[src/rtl/pwm_gen_if.sv]
// Request/response and pin bundle between the PID controller, pwm_gen and the motor driver.
// master = controller side (drives requests), slave = pwm_gen.
interface pwm_gen_if;
    logic       pwm_enable;
    logic       pwm_update;
    logic [7:0] pwm_ratio;
    logic       pwm_direction;
    logic       pwm_done;
    logic       pwm_out;
    logic       pwm_dir_out;
    logic       period_start;

    modport master (
        output pwm_enable, pwm_update, pwm_ratio, pwm_direction,
        input  pwm_done, pwm_out, pwm_dir_out, period_start
    );

    modport slave (
        input  pwm_enable, pwm_update, pwm_ratio, pwm_direction,
        output pwm_done, pwm_out, pwm_dir_out, period_start
    );
endinterface

[src/rtl/pwm_gen.sv]
// Double-buffered PWM generator: new ratios take effect on period boundaries, and a
// direction reversal is preceded by DEADTIME_PERIODS periods of coasting (output low).
module pwm_gen #(
    parameter int PRESCALE_DIV     = 4,
    parameter int DEADTIME_PERIODS = 2
) (
    input logic     clock,
    input logic     reset,
    pwm_gen_if.slave bus
);
    localparam int PW = (PRESCALE_DIV > 1) ? $clog2(PRESCALE_DIV) : 1;
    localparam int CW = (DEADTIME_PERIODS > 1) ? $clog2(DEADTIME_PERIODS) : 1;
    localparam logic [PW-1:0] PS_LAST    = PW'(PRESCALE_DIV - 1);
    localparam logic [CW-1:0] COAST_LAST = CW'(DEADTIME_PERIODS - 1);

    typedef enum logic [1:0] {IDLE, RUN, COAST} state_t;

    state_t        state_q, state_d;
    logic [PW-1:0] presc_q, presc_d;
    logic [7:0]    pcnt_q, pcnt_d;
    logic [CW-1:0] coast_q, coast_d;
    logic [7:0]    act_ratio_q, act_ratio_d;
    logic          act_dir_q, act_dir_d;
    logic [7:0]    pend_ratio_q, pend_ratio_d;
    logic          pend_dir_q, pend_dir_d;
    logic          pend_q, pend_d;
    logic          done_q, done_d;
    logic          out_q, out_d;
    logic          dir_out_q, dir_out_d;
    logic          pstart_q, pstart_d;
    logic          tick, bnd, apply;

    always_comb begin
        state_d      = state_q;
        presc_d      = presc_q;
        pcnt_d       = pcnt_q;
        coast_d      = coast_q;
        act_ratio_d  = act_ratio_q;
        act_dir_d    = act_dir_q;
        pend_ratio_d = pend_ratio_q;
        pend_dir_d   = pend_dir_q;
        pend_d       = pend_q;
        done_d       = 1'b0;
        out_d        = 1'b0;
        dir_out_d    = act_dir_q;
        pstart_d     = 1'b0;
        apply        = 1'b0;
        tick         = (presc_q == PS_LAST);
        bnd          = tick && (pcnt_q == 8'd254);

        case (state_q)
            IDLE: begin
                presc_d = '0;
                pcnt_d  = '0;
                // While idle there is no period to wait for, so updates go straight to active.
                if (bus.pwm_update) begin
                    act_ratio_d = bus.pwm_ratio;
                    act_dir_d   = bus.pwm_direction;
                    done_d      = 1'b1;
                end
                if (bus.pwm_enable) state_d = RUN;
            end
            default: begin
                if (!bus.pwm_enable) begin
                    state_d = IDLE;
                    presc_d = '0;
                    pcnt_d  = '0;
                    coast_d = '0;
                    pend_d  = 1'b0;
                    if (bus.pwm_update) begin
                        act_ratio_d = bus.pwm_ratio;
                        act_dir_d   = bus.pwm_direction;
                        done_d      = 1'b1;
                    end else if (pend_q) begin
                        act_ratio_d = pend_ratio_q;
                        act_dir_d   = pend_dir_q;
                        done_d      = 1'b1;
                    end
                end else begin
                    out_d    = (state_q == RUN) && (act_ratio_q > pcnt_q);
                    presc_d  = tick ? '0 : presc_q + PW'(1);
                    if (tick) pcnt_d = (pcnt_q == 8'd254) ? 8'd0 : pcnt_q + 8'd1;
                    pstart_d = bnd;
                    if (bnd && pend_q) begin
                        if (state_q == COAST) begin
                            if (coast_q == COAST_LAST) begin
                                apply   = 1'b1;
                                state_d = RUN;
                            end else begin
                                coast_d = coast_q + CW'(1);
                            end
                        end else if (pend_dir_q == act_dir_q) begin
                            apply = 1'b1;
                        end else begin
                            state_d = COAST;
                            coast_d = '0;
                        end
                    end
                    // A same-cycle update supersedes the value being applied, so done waits for it.
                    if (apply) begin
                        act_ratio_d = pend_ratio_q;
                        act_dir_d   = pend_dir_q;
                        pend_d      = 1'b0;
                        done_d      = !bus.pwm_update;
                    end
                    if (bus.pwm_update) begin
                        pend_ratio_d = bus.pwm_ratio;
                        pend_dir_d   = bus.pwm_direction;
                        pend_d       = 1'b1;
                    end
                end
            end
        endcase
    end

    always_ff @(posedge clock or posedge reset) begin
        if (reset) begin
            state_q      <= IDLE;
            presc_q      <= '0;
            pcnt_q       <= '0;
            coast_q      <= '0;
            act_ratio_q  <= '0;
            act_dir_q    <= 1'b0;
            pend_ratio_q <= '0;
            pend_dir_q   <= 1'b0;
            pend_q       <= 1'b0;
            done_q       <= 1'b0;
            out_q        <= 1'b0;
            dir_out_q    <= 1'b0;
            pstart_q     <= 1'b0;
        end else begin
            state_q      <= state_d;
            presc_q      <= presc_d;
            pcnt_q       <= pcnt_d;
            coast_q      <= coast_d;
            act_ratio_q  <= act_ratio_d;
            act_dir_q    <= act_dir_d;
            pend_ratio_q <= pend_ratio_d;
            pend_dir_q   <= pend_dir_d;
            pend_q       <= pend_d;
            done_q       <= done_d;
            out_q        <= out_d;
            dir_out_q    <= dir_out_d;
            pstart_q     <= pstart_d;
        end
    end

    assign bus.pwm_done     = done_q;
    assign bus.pwm_out      = out_q;
    assign bus.pwm_dir_out  = dir_out_q;
    assign bus.period_start = pstart_q;
endmodule

[src/flat_wrapper.sv]
// flat-port wrapper written by rule: the top's interface ports become plain ports
module pwm_gen_flat 
#(
    parameter int PRESCALE_DIV     = 4,
    parameter int DEADTIME_PERIODS = 2
)
  (clock, reset, bus_pwm_enable, bus_pwm_update, bus_pwm_ratio, bus_pwm_direction, bus_pwm_done, bus_pwm_out, bus_pwm_dir_out, bus_period_start);
  pwm_gen_if bus_i ();
  input logic clock;
  input logic reset;
  input wire logic [$bits(bus_i.pwm_enable)-1:0] bus_pwm_enable;
  input wire logic [$bits(bus_i.pwm_update)-1:0] bus_pwm_update;
  input wire logic [$bits(bus_i.pwm_ratio)-1:0] bus_pwm_ratio;
  input wire logic [$bits(bus_i.pwm_direction)-1:0] bus_pwm_direction;
  output wire logic [$bits(bus_i.pwm_done)-1:0] bus_pwm_done;
  output wire logic [$bits(bus_i.pwm_out)-1:0] bus_pwm_out;
  output wire logic [$bits(bus_i.pwm_dir_out)-1:0] bus_pwm_dir_out;
  output wire logic [$bits(bus_i.period_start)-1:0] bus_period_start;
  assign bus_i.pwm_enable = bus_pwm_enable;
  assign bus_i.pwm_update = bus_pwm_update;
  assign bus_i.pwm_ratio = bus_pwm_ratio;
  assign bus_i.pwm_direction = bus_pwm_direction;
  assign bus_pwm_done = bus_i.pwm_done;
  assign bus_pwm_out = bus_i.pwm_out;
  assign bus_pwm_dir_out = bus_i.pwm_dir_out;
  assign bus_period_start = bus_i.period_start;
  pwm_gen #(.PRESCALE_DIV(PRESCALE_DIV), .DEADTIME_PERIODS(DEADTIME_PERIODS)) u_core (.clock(clock), .reset(reset), .bus(bus_i));
endmodule
[config.mk]
export PLATFORM = sky130hd
export DESIGN_NAME = pwm_gen_flat
export DESIGN_NICKNAME = d
export VERILOG_FILES = /design/src/rtl/pwm_gen_if.sv /design/src/rtl/pwm_gen.sv /design/src/flat_wrapper.sv
export SDC_FILE = /design/constraint.sdc
export NUM_CORES = 1
export LEC_CHECK = 0
export BUFFER_PORTS_ARGS = -buffer_cell sky130_fd_sc_hd__buf_2
export CAP_MARGIN = 20
export CORE_MARGIN = 2
export CORE_UTILIZATION = 60
export DETAILED_ROUTE_END_ITERATION = 8
export PLACE_DENSITY_LB_ADDON = 0.15
export SYNTH_ARGS = -nofsm -noshare
export SYNTH_HDL_FRONTEND = slang
export SYNTH_SLANG_ARGS = --single-unit
[constraint.sdc]
create_clock -name clock -period 5.3 [get_ports clock]
set_input_delay 0.53 -clock clock [delete_from_list [all_inputs] [get_ports clock]]
set_output_delay 0.53 -clock clock [all_outputs]
set_load 0.02 [all_outputs]
==> impl_metrics.env, run 1 <==
export IMPL_area_growth_pct=8.79
export IMPL_cp_slowest_stage_delay_ns=0.64
export IMPL_cts_resized_gates=0
export IMPL_status="finished clean"
export IMPL_hold_buffers=0
export IMPL_drtIter0Drc=76
export IMPL_start_util_pct=64.2
export IMPL_synth_xor_area_share_pct=2.20
export IMPL_nFillCells=235
export IMPL_grt_max_degree=37
export IMPL_port_buffers=16
export IMPL_min_period_ns=1.97
export IMPL_seqPwrFrac_pct=42.6
export IMPL_power_frac_comb_pct=42.6
export IMPL_slew_viol_final=0
export IMPL_post_cts_buffers=0
export IMPL_irDropWorstVdd_mv=0.305
export IMPL_fin_skew_ns=0.0109
export IMPL_grt_use_total_pct=23.1
export IMPL_syn_inst=170
export IMPL_power_density_nw_per_um2=496
export IMPL_rsz0062_at_grt="false"
export IMPL_internal_power_uw=686
export IMPL_grt_ovfl_total=0
export IMPL_coreArea_um2=3100
export IMPL_grt_pass1_wl_mm=6.30
export IMPL_worst_slew_pin_slew_ns=0.555
export IMPL_p_sw_uw=390
export IMPL_via_count=1367
export IMPL_fin_setup_tns_ns=0
export IMPL_p_leak_uw=0.000929
export IMPL_post_drt_wl_per_cell_um=15.6
export IMPL_syn_area_um2=1990
export IMPL_cts_sinks=36
export IMPL_drtAntennaViolNets=0
export IMPL_fp_row_count=20
export IMPL_synth_top_family_by_area="multiplexers"
export IMPL_r2r_setup_slack_ns=3.33
export IMPL_cts_clk_slew_worst_paths_ns=0.12
export IMPL_vias_per_cell=5.82
export IMPL_syn_area_per_cell_um2=11.7
export IMPL_synth_fa_ha_area_share_pct=6.91
export IMPL_synth_seq_cells=36
export IMPL_hold_violations=0
export IMPL_remaining_drc_errors=0
export IMPL_reg2reg_to="u_core.act_ratio_q[3]$_DFFE_PP0P_"
export IMPL_final_cells=235
export IMPL_cp_required_ns=5.53
export IMPL_ys_seq_area_share_pct=45.2
export IMPL_synth_area_mux_share_pct=17.1
export IMPL_critPathLaunch="u_core.state_q[0]$_DFFE_PP0P_"
export IMPL_ys_types=37
export IMPL_synthSimpleGateAreaFrac_pct=11.7
export IMPL_place_ws_ns=3.22
export IMPL_timing_hold_ws_ns=0.263
export IMPL_diodes=0
export IMPL_dieArea_um2=3800
export IMPL_critPathMaxFanout=12
export IMPL_yosys_warnings=0
export IMPL_dpl_hpwl_mm=2.68
export IMPL_io_pins=17
export IMPL_cts_tree="yes"
export IMPL_slew_headroom_pct=62.6
export IMPL_wl_mm=3.67
export IMPL_setup_viol=0
export IMPL_first_global_vias=1412
export IMPL_slowest_stage="dfrtp_1"
export IMPL_synth_compound_area_share_pct=12.6
export IMPL_num_nets_final=214
export IMPL_ctsHtreeMaxLevel=2
export IMPL_ctsRootBufferMaster="clkbuf_4"
export IMPL_cts_buffers=5
export IMPL_crit_type="reg2reg"
export IMPL_post_route_period_util_pct=37.3
export IMPL_total_power_uw=1080
export IMPL_die_x_um=61.6
export IMPL_hold_class="in2async"
export IMPL_antenna_found_initial=0
export IMPL_r2r_start="u_core.state_q[0]$_DFFE_PP0P_"
export IMPL_crit_path_end_kind="flip-flop"
export IMPL_clk_latency_ns=0.34
export IMPL_dieHeight_um=61.6
export IMPL_place_gp_congestion=0.874
export IMPL_place_inst=227
export IMPL_swShare_pct=36.2
export IMPL_cp_start_kind="flip-flop"
export IMPL_cap_violations=0
export IMPL_clkPwrFrac_pct=14.9
export IMPL_drtPass1Iterations=4
export IMPL_setup_ws_ns=3.33
export IMPL_cp_cell_sequence="nor2_1, a21oi_2, mux2_2, mux2_4"
export IMPL_ff2ff_path_depth=4
export IMPL_syn_num_nets=194
export IMPL_layout_drive_gt1_share_pct=29.3
export IMPL_worst_ep_arrival_time_ns=2.20
export IMPL_max_freq_mhz=506
export IMPL_ctsLongestPathBuffers=2
==> stage by stage <==
step | utilization [%] | cell area, µm²
after global placement | 67.7 | 2100
after global routing | 69.8 | 2170
final | 69.8 | 2170
after floorplan | - | 1990
after detailed placement | 67.7 | 2100
after CTS | 69.8 | 2170
==> layout make-up <==
cell class	count	area [µm²]	area share, %
Timing Repair Buffer	17	87.6	4.04
Inverter	13	48.8	2.25
Sequential cell	36	901	41.6
Multi-Input combinational cell	117	1010	46.5
Clock inverter	2	15.0	0.693
Tap cell	44	55.1	2.54
Clock buffer	6	51.3	2.37
==> synthesized netlist by cell type, drive strengths merged <==
cell type	n	area [µm²]
and4	4	35.0
a311oi	1	26.3
a21oi	12	63.8
or3	3	18.8
mux2	25	312
o21ai	7	46.3
nor2	7	26.3
buf	4	33.8
xor2	1	8.76
inv	13	48.8
and2	1	6.26
mux2i	3	30.0
nand2	8	46.3
dfrtp	36	901
o21a	2	15.0
a31oi	1	6.26
a211oi	3	22.5
o2111ai	2	17.5
nand3	3	15.0
nand2b	1	6.26
nand3b	2	15.0
xnor2	4	35.0
a41o	1	21.3
nor2b	1	6.26
o32ai	1	8.76
nor3	5	25.0
nand4	4	25.0
o211ai	1	7.51
or3b	1	8.76
ha	11	138
a21o	1	7.51
a31o	1	8.76
==> state kept, by name, summed over array words and instances, names as in the netlist <==
signal,count
u_core.bus.pwm_out,1
u_core.pend_dir_q,1
u_core.act_dir_q,1
u_core.bus.pwm_done,1
u_core.bus.period_start,1
u_core.state_q,2
u_core.bus.pwm_dir_out,1
u_core.pend_ratio_q,8
u_core.presc_q,2
u_core.coast_q,1
u_core.pcnt_q,8
u_core.act_ratio_q,8
u_core.pend_q,1
==> worst max-delay path by stage <==
stage / end / slack (ns) / depth (start not counted)
global route: u_core.act_ratio_q[7]$_DFFE_PP0P_ / 3.23 / 4
floorplan: u_core.act_ratio_q[1]$_DFFE_PP0P_ / 3.44 / 5
CTS: u_core.act_ratio_q[3]$_DFFE_PP0P_ / 3.34 / 4
global placement: u_core.act_ratio_q[3]$_DFFE_PP0P_ / 3.27 / 5
detailed placement: u_core.act_ratio_q[6]$_DFFE_PP0P_ / 3.22 / 5
finish: u_core.act_ratio_q[3]$_DFFE_PP0P_ / 3.33 / 4
==> critical path, delay by kind of cell, from the launching register on <==
family / cells / cell delay [ns]
flip-flops: 1 / 0.64
AND/OR/NAND/NOR: 1 / 0.14
multiplexers: 2 / 0.67
AO/OA/AOI/OAI: 1 / 0.42
==> layer usage <==
layer	track usage, %	wire [µm]	vias up
li1	-	-	662
met1	29.8	1670	670
met2	37.0	1820	29
met3	4.62	119	6
met4	11.6	61	0
met5	0	0	-
==> cells by family after synthesis <==
family                   after synthesis
adder cells (fa/ha/maj)               11
XOR/XNOR                               5
buffers and inverters                 17
multiplexers                          28
flip-flops                            36
AO/OA/AOI/OAI                         33
AND/OR/NAND/NOR                       40
==> power by group through the flow <==
| stage | clock network [µW] | registers [µW] | logic [µW] |
|---|---|---|---|
| 2_1_floorplan | 0 | 438 | 394 |
| 3_3_place_gp | 0 | 454 | 436 |
| 3_5_place_dp | 0 | 462 | 459 |
| 4_1_cts | 162 | 457 | 461 |
| 6_report | 160 | 458 | 458 |
| 5_1_grt | 173 | 470 | 507 |
==> cells in the final DEF, fill, tap and decap left out, types with 2 or more instances in the layout <==
| cell type | n |
|---|---|
| nand3b_1 | 2 |
| a21oi_1 | 11 |
| a211oi_1 | 3 |
| o21a_1 | 2 |
| buf_2 | 16 |
| or3_1 | 3 |
| clkinvlp_4 | 2 |
| nor3_1 | 5 |
| mux2_4 | 8 |
| xnor2_1 | 4 |
| ha_1 | 11 |
| nand4_1 | 4 |
| and4_1 | 4 |
| nand2_1 | 7 |
| mux2_2 | 17 |
| dfrtp_1 | 36 |
| clkbuf_4 | 5 |
| inv_1 | 13 |
| o2111ai_1 | 2 |
| nand3_1 | 3 |
| mux2i_1 | 3 |
| o21ai_0 | 6 |
| nor2_1 | 7 |
Note: power is estimated with default switching activity, not from simulation.
==> run 2: changes to the inputs <==
--- a/config.mk
+++ b/config.mk
@@ -8,7 +8,7 @@
 export BUFFER_PORTS_ARGS = -buffer_cell sky130_fd_sc_hd__buf_2
 export CAP_MARGIN = 20
 export CORE_MARGIN = 2
-export CORE_UTILIZATION = 60
+export CORE_UTILIZATION = 53
 export DETAILED_ROUTE_END_ITERATION = 8
 export PLACE_DENSITY_LB_ADDON = 0.15
 export SYNTH_ARGS = -nofsm -noshare
==> constraint.sdc (replaced) <==
create_clock -name clock -period 1.65 [get_ports clock]
set_input_delay 0.165 -clock clock [delete_from_list [all_inputs] [get_ports clock]]
set_output_delay 0.165 -clock clock [all_outputs]
set_load 0.02 [all_outputs]
==> run 2 against run 1 <==
Compared with the run above: first-iteration DRC count is 26% lower; sequential power grew to 3.0 times the previous value; largest cell class unchanged; worst hold slack worse by 0.14 ns; register-to-register slack worse by 3.3 ns; maximum frequency is 20% higher; critical endpoint is now u_core.act_ratio_q[1]$_DFFE_PP0P_; critical path type unchanged; flip-flop and latch count stayed put; core utilization is 1.3 points lower; die area is 12% higher; routed wire length is 13% higher; setup slack worse by 3.3 ns.
==> impl_metrics.env, run 2 (synthesis gave the netlist of run 1 again) <==
export IMPL_worst_path_buf_inv=1
export IMPL_ctsHtreeMaxLevel=2
export IMPL_fp_row_count=22
export IMPL_use_met3_pct=4.62
export IMPL_crit_type="reg2reg"
export IMPL_post_drt_wl_per_cell_um=15.4
export IMPL_clk_latency_ns=0.28
export IMPL_antenna_found_initial=0
export IMPL_max_freq_mhz=609
export IMPL_met2_usage_pct=37.4
export IMPL_hold_class="in2reg"
export IMPL_slowest_stage="dfrtp_1"
export IMPL_power_density_nw_per_um2=1610
export IMPL_busiest_layer="met2"
export IMPL_drtAntennaViolNets=0
export IMPL_status="finished clean"
export IMPL_area_growth_pct=24.9
export IMPL_ctsLongestPathBuffers=2
export IMPL_stdcell_area_um2=2490
export IMPL_cp_slowest_stage_delay_ns=0.39
export IMPL_cts_buffers=5
export IMPL_post_route_period_util_pct=99.6
export IMPL_rsz0062_at_grt="true"
export IMPL_num_nets_final=244
export IMPL_dpl_instance_area_um2=2290
export IMPL_slew_headroom_pct=64.6
export IMPL_worst_ep_arrival_time_ns=1.81
export IMPL_min_period_ns=1.64
export IMPL_worst_slew_pin_slew_ns=0.527
export IMPL_p_leak_uw=0.00111
export IMPL_fin_skew_ns=0.00253
export IMPL_grt_ovfl_total=0
export IMPL_setup_viol=0
export IMPL_layout_drive_gt1_share_pct=43.0
export IMPL_met1_usage_pct=25.6
export IMPL_total_power_uw=4000
export IMPL_drtPass1Iterations=4
export IMPL_hold_violations=0
export IMPL_irDropWorstVdd_mv=0.956
export IMPL_cts_sinks=36
export IMPL_min_path_cells=2
export IMPL_cp_start_kind="flip-flop"
export IMPL_cp_cell_sequence="inv_2, ha_4, and4_4, a41o_4, nand2_8, mux2_4"
export IMPL_dieHeight_um=65.3
export IMPL_drtIter0Drc=56
export IMPL_dpl_hpwl_mm=2.90
export IMPL_critPathMaxFanout=8
export IMPL_diodes=0
export IMPL_start_util_pct=54.8
export IMPL_cts_tree="yes"
export IMPL_layout_commonest_cell="dfrtp_1"
export IMPL_dieArea_um2=4260
export IMPL_remaining_drc_errors=0
export IMPL_vias_per_cell=5.62
export IMPL_cp_num_cells=6
export IMPL_io_pins=17
export IMPL_place_gp_congestion=0.908
export IMPL_ctsRootBufferMaster="clkbuf_8"
export IMPL_crit_path_end_kind="flip-flop"
export IMPL_top_regs="u_core.act_ratio_q (8), u_core.pcnt_q (8), u_core.pend_ratio_q (8)"
export IMPL_first_global_vias=1578
export IMPL_wl_mm=4.14
export IMPL_final_cell_mix="dfrtp_1, buf_4, mux2_2"
export IMPL_cp_required_ns=1.82
export IMPL_coreArea_um2=3630
export IMPL_die_x_um=65.3
export IMPL_port_buffers=16
export IMPL_crit_family="flip-flops"
export IMPL_grt_max_degree=37
export IMPL_cts_clk_slew_worst_paths_ns=0.07
export IMPL_slew_viol_final=0
export IMPL_ff2ff_path_depth=6
export IMPL_via_count=1512
export IMPL_grt_pass1_wl_mm=6.96
export IMPL_cap_violations=0
export IMPL_grt_use_total_pct=21.4
-- run 2: changes by cell type in the layout (fill, tap and decap cells not counted), moves of 2 or more --
cell,delta
a211oi_1,-2
and4_4,+2
clkinv_2,+2
buf_4,+25
buf_6,+3
clkbuf_8,+5
clkinvlp_4,-2
a211oi_2,+2
and4_1,-2
clkbuf_4,-5
-- run 2: final timing paths --
path | from | slack (ns) | end
max in group asynchronous | reset | 0.77 | u_core.pcnt_q[3]$_DFFE_PP0P_
min reg2reg | u_core.act_dir_q$_DFFE_PP0P_ | 0.43 | u_core.bus.pwm_dir_out$_DFF_PP0_
max | u_core.pcnt_q[0]$_DFFE_PP0P_ | 0.007 | u_core.act_ratio_q[1]$_DFFE_PP0P_
min | bus_pwm_ratio[6] | 0.12 | u_core.pend_ratio_q[6]$_DFFE_PP0P_
min in group asynchronous | reset | 0.53 | u_core.pend_dir_q$_DFFE_PP0P_
max reg2reg | u_core.pcnt_q[0]$_DFFE_PP0P_ | 0.007 | u_core.act_ratio_q[1]$_DFFE_PP0P_
-- run 2: metal layers --
layer	routed length (µm)	up-vias
met4	74	0
met1	1850	742
met5	0	-
li1	-	717
met3	161	8
met2	2050	45
-- run 2: cell type report --
type,instances,area (µm²)
Fill cell,255,1140
Multi-Input combinational cell,117,1050
Sequential cell,36,902
Timing Repair Buffer,47,339
Clock buffer,6,82.6
Tap cell,48,60.1
Inverter,13,48.8
Clock inverter,2,10.0
-- run 2: worst reg2reg max path: cells and delay by family, from the launching register on --
family / cells / cell delay (ns)
multiplexers: 1 / 0.32
AO/OA/AOI/OAI: 1 / 0.28
flip-flops: 1 / 0.39
AND/OR/NAND/NOR: 2 / 0.33
adder cells (fa/ha/maj): 1 / 0.13
buffers and inverters: 1 / 0.08
-- run 2: per-stage QoR --
stage	hold WS, ns	instances	util (%)	setup TNS (ns)	setup WS, ns
2_1_floorplan	0.316	170	-	-0.0464	-0.00662
3_3_place_gp	0.283	253	63.1	0	0.0253
3_5_place_dp	0.291	253	63.1	-0.0174	-0.0101
4_1_cts	0.116	266	66.7	0	0.00401
5_1_grt	0.120	269	68.5	-0.319	-0.0446
6_report	0.120	269	68.5	0	0.00716
-- run 2: timing repair --
action,in CTS,in global routing
resized for setup,0,12
hold endpoints to repair,36,0
endpoints found under the setup margin,7,12
hold buffers,1,0
buffers inserted,4,3
pin swaps,2,2
-- run 2: power by group --
part           internal (µW)  switching, µW
combinational           1100            859
clock                    333            319
sequential              1210            184
total                   2640           1360
==> run 3: changes to the inputs <==
--- a/config.mk
+++ b/config.mk
@@ -8,7 +8,8 @@
 export BUFFER_PORTS_ARGS = -buffer_cell sky130_fd_sc_hd__buf_2
 export CAP_MARGIN = 20
 export CORE_MARGIN = 2
-export CORE_UTILIZATION = 53
+export CORE_UTILIZATION = 55
+export CTS_BUF_LIST = sky130_fd_sc_hd__clkbuf_2 sky130_fd_sc_hd__clkbuf_4 sky130_fd_sc_hd__clkbuf_8
 export DETAILED_ROUTE_END_ITERATION = 8
 export PLACE_DENSITY_LB_ADDON = 0.15
 export SYNTH_ARGS = -nofsm -noshare
==> run 3 against run 2 <==
Compared with the run above: worst hold slack got worse by 0.071 ns; critical endpoint is now u_core.act_ratio_q[2]$_DFFE_PP0P_; combinational power grew 3%; clock power grew 43%; routed wire length decreased by 0.41%; flip-flop and latch count stayed put; largest cell class unchanged; die area down 3.4%; final area up 1.1%; largest power group unchanged.
==> impl_metrics.env, run 3 (synthesis gave the netlist of run 1 again) <==
export IMPL_cts_buffers=5
export IMPL_dpl_hpwl_mm=3.00
export IMPL_max_freq_mhz=608
export IMPL_cap_violations=0
export IMPL_layout_commonest_cell="dfrtp_1"
export IMPL_top_regs="u_core.act_ratio_q (8), u_core.pcnt_q (8), u_core.pend_ratio_q (8)"
export IMPL_status="finished clean"
export IMPL_start_util_pct=58.3
export IMPL_grt_max_degree=37
export IMPL_drtPass1Iterations=4
export IMPL_ctsRootBufferMaster="clkbuf_4"
export IMPL_via_count=1450
export IMPL_first_global_vias=1514
export IMPL_dieArea_um2=4120
export IMPL_ctsHtreeMaxLevel=2
export IMPL_slowest_stage="dfrtp_1"
export IMPL_layout_drive_gt1_share_pct=43.1
export IMPL_vias_per_cell=5.49
export IMPL_hold_class="in2reg"
export IMPL_grt_use_total_pct=23.4
export IMPL_cp_cell_sequence="inv_2, ha_4, and4_4, a41o_4, nand2_8, mux2_4"
export IMPL_fp_row_count=21
export IMPL_setup_viol=0
export IMPL_total_power_uw=4330
export IMPL_fin_skew_ns=0.00624
export IMPL_cp_slowest_stage_delay_ns=0.41
export IMPL_seqPwrFrac_pct=32.0
export IMPL_slew_headroom_pct=62.0
export IMPL_ctsLongestPathBuffers=2
export IMPL_final_cells=264
export IMPL_busiest_layer="met2"
export IMPL_min_period_ns=1.65
export IMPL_crit_type="reg2reg"
export IMPL_die_x_um=64.2
export IMPL_final_cell_mix="dfrtp_1, buf_4, mux2_2, buf_2, inv_1"
export IMPL_p_sw_uw=1390
export IMPL_drtIter0Drc=85
export IMPL_power_frac_comb_pct=46.4
export IMPL_internal_power_uw=2950
export IMPL_worst_slew_pin_slew_ns=0.565
export IMPL_post_drt_wl_per_cell_um=15.6
export IMPL_critPathMaxFanout=8
export IMPL_irDropWorstVdd_mv=1.13
export IMPL_grt_pass1_wl_mm=7.18
export IMPL_place_inst=248
export IMPL_cts_clk_slew_worst_paths_ns=0.11
export IMPL_area_growth_pct=26.3
export IMPL_cp_start_kind="flip-flop"
export IMPL_dieHeight_um=64.2
export IMPL_grt_ovfl_total=0
export IMPL_slew_viol_final=0
export IMPL_power_density_nw_per_um2=1720
export IMPL_diodes=0
export IMPL_clk_latency_ns=0.35
export IMPL_timing_hold_ws_ns=0.0488
export IMPL_use_met3_pct=5.99
export IMPL_place_gp_congestion=0.879
export IMPL_cp_required_ns=1.90
export IMPL_coreArea_um2=3420
export IMPL_hold_violations=0
export IMPL_num_nets_final=241
export IMPL_stdcell_area_um2=2510
export IMPL_swShare_pct=32.0
export IMPL_fin_setup_tns_ns=0
export IMPL_cts_sinks=36
export IMPL_remaining_drc_errors=0
export IMPL_drtAntennaViolNets=0
export IMPL_dpl_instance_area_um2=2270
export IMPL_met2_usage_pct=38.9
export IMPL_rsz0062_at_grt="true"
export IMPL_met1_usage_pct=29.0
export IMPL_io_pins=17
export IMPL_p_leak_uw=0.00112
export IMPL_crit_path_end_kind="flip-flop"
export IMPL_port_buffers=16
export IMPL_worst_ep_arrival_time_ns=1.90
export IMPL_wl_mm=4.13
export IMPL_cts_tree="yes"
export IMPL_post_route_period_util_pct=99.7
export IMPL_clkPwrFrac_pct=21.6
export IMPL_antenna_found_initial=0
## run 3: cell types whose count changed in the layout (fill, tap and decap cells not counted), sizes merged
cell	change
bufinv	+3
clkinv	-2
clkbuf	-1
buf	-3
## run 3: worst paths after layout
kind / start / cells past startpoint / slack [ns] / to
max: u_core.pcnt_q[0]$_DFFE_PP0P_ / 6 / 0.004 / u_core.act_ratio_q[2]$_DFFE_PP0P_
min in group asynchronous: reset / 4 / 0.48 / u_core.pend_dir_q$_DFFE_PP0P_
max in group asynchronous: reset / 4 / 0.81 / u_core.pcnt_q[2]$_DFFE_PP0P_
min: bus_pwm_ratio[6] / 2 / 0.05 / u_core.pend_ratio_q[6]$_DFFE_PP0P_
min reg2reg: u_core.act_dir_q$_DFFE_PP0P_ / 1 / 0.51 / u_core.bus.pwm_dir_out$_DFF_PP0_
max reg2reg: u_core.pcnt_q[0]$_DFFE_PP0P_ / 6 / 0.004 / u_core.act_ratio_q[2]$_DFFE_PP0P_
## run 3: power groups by stage
stage | registers [µW] | logic (µW) | clock network, µW
2_1_floorplan | 1410 | 1260 | 0
3_3_place_gp | 1390 | 1750 | 0
3_5_place_dp | 1410 | 1840 | 0
4_1_cts | 1380 | 1970 | 954
5_1_grt | 1430 | 2200 | 990
6_report | 1390 | 2010 | 935
## run 3: critical path: cells and delay by family, from the launching register on
family | cells | cell delay [ns]
multiplexers | 1 | 0.33
flip-flops | 1 | 0.41
adder cells (fa/ha/maj) | 1 | 0.13
AO/OA/AOI/OAI | 1 | 0.28
buffers and inverters | 1 | 0.08
AND/OR/NAND/NOR | 2 | 0.31
## run 3: area by class of cell
type / count / area (µm²)
tap: 46 / 57.6
fill: 246 / 901
clock inverter: 3 / 90.1
clock buffer: 5 / 37.5
sequential: 36 / 903
multi-input combinational: 117 / 1060
inverter: 13 / 48.8
timing repair buffer: 44 / 317
## run 3: metrics by stage
step,worst slack (ns),util [%]
floorplan,-0.00662,-
global placement,0.0239,66.3
detailed placement,-0.0161,66.3
CTS,0.00137,71.9
global route,-0.0428,73.6
finish,0.00439,73.6
## run 3: per-layer routing
metal  vias up  wire, µm
li1        714         -
met1       692      1850
met2        37      2040
met3         7       156
met4         0        82
met5         -         0
## run 3: what timing repair did
| action | 4_1_cts | 5_1_grt |
|---|---|---|
| setup endpoints to repair | 8 | 9 |
| resized for setup | 4 | 12 |
| hold endpoints to repair | 36 | 0 |
| hold buffers | 1 | 0 |
| cloned | 0 | 0 |
| pin swaps | 5 | 3 |
| setup buffers | 4 | 4 |
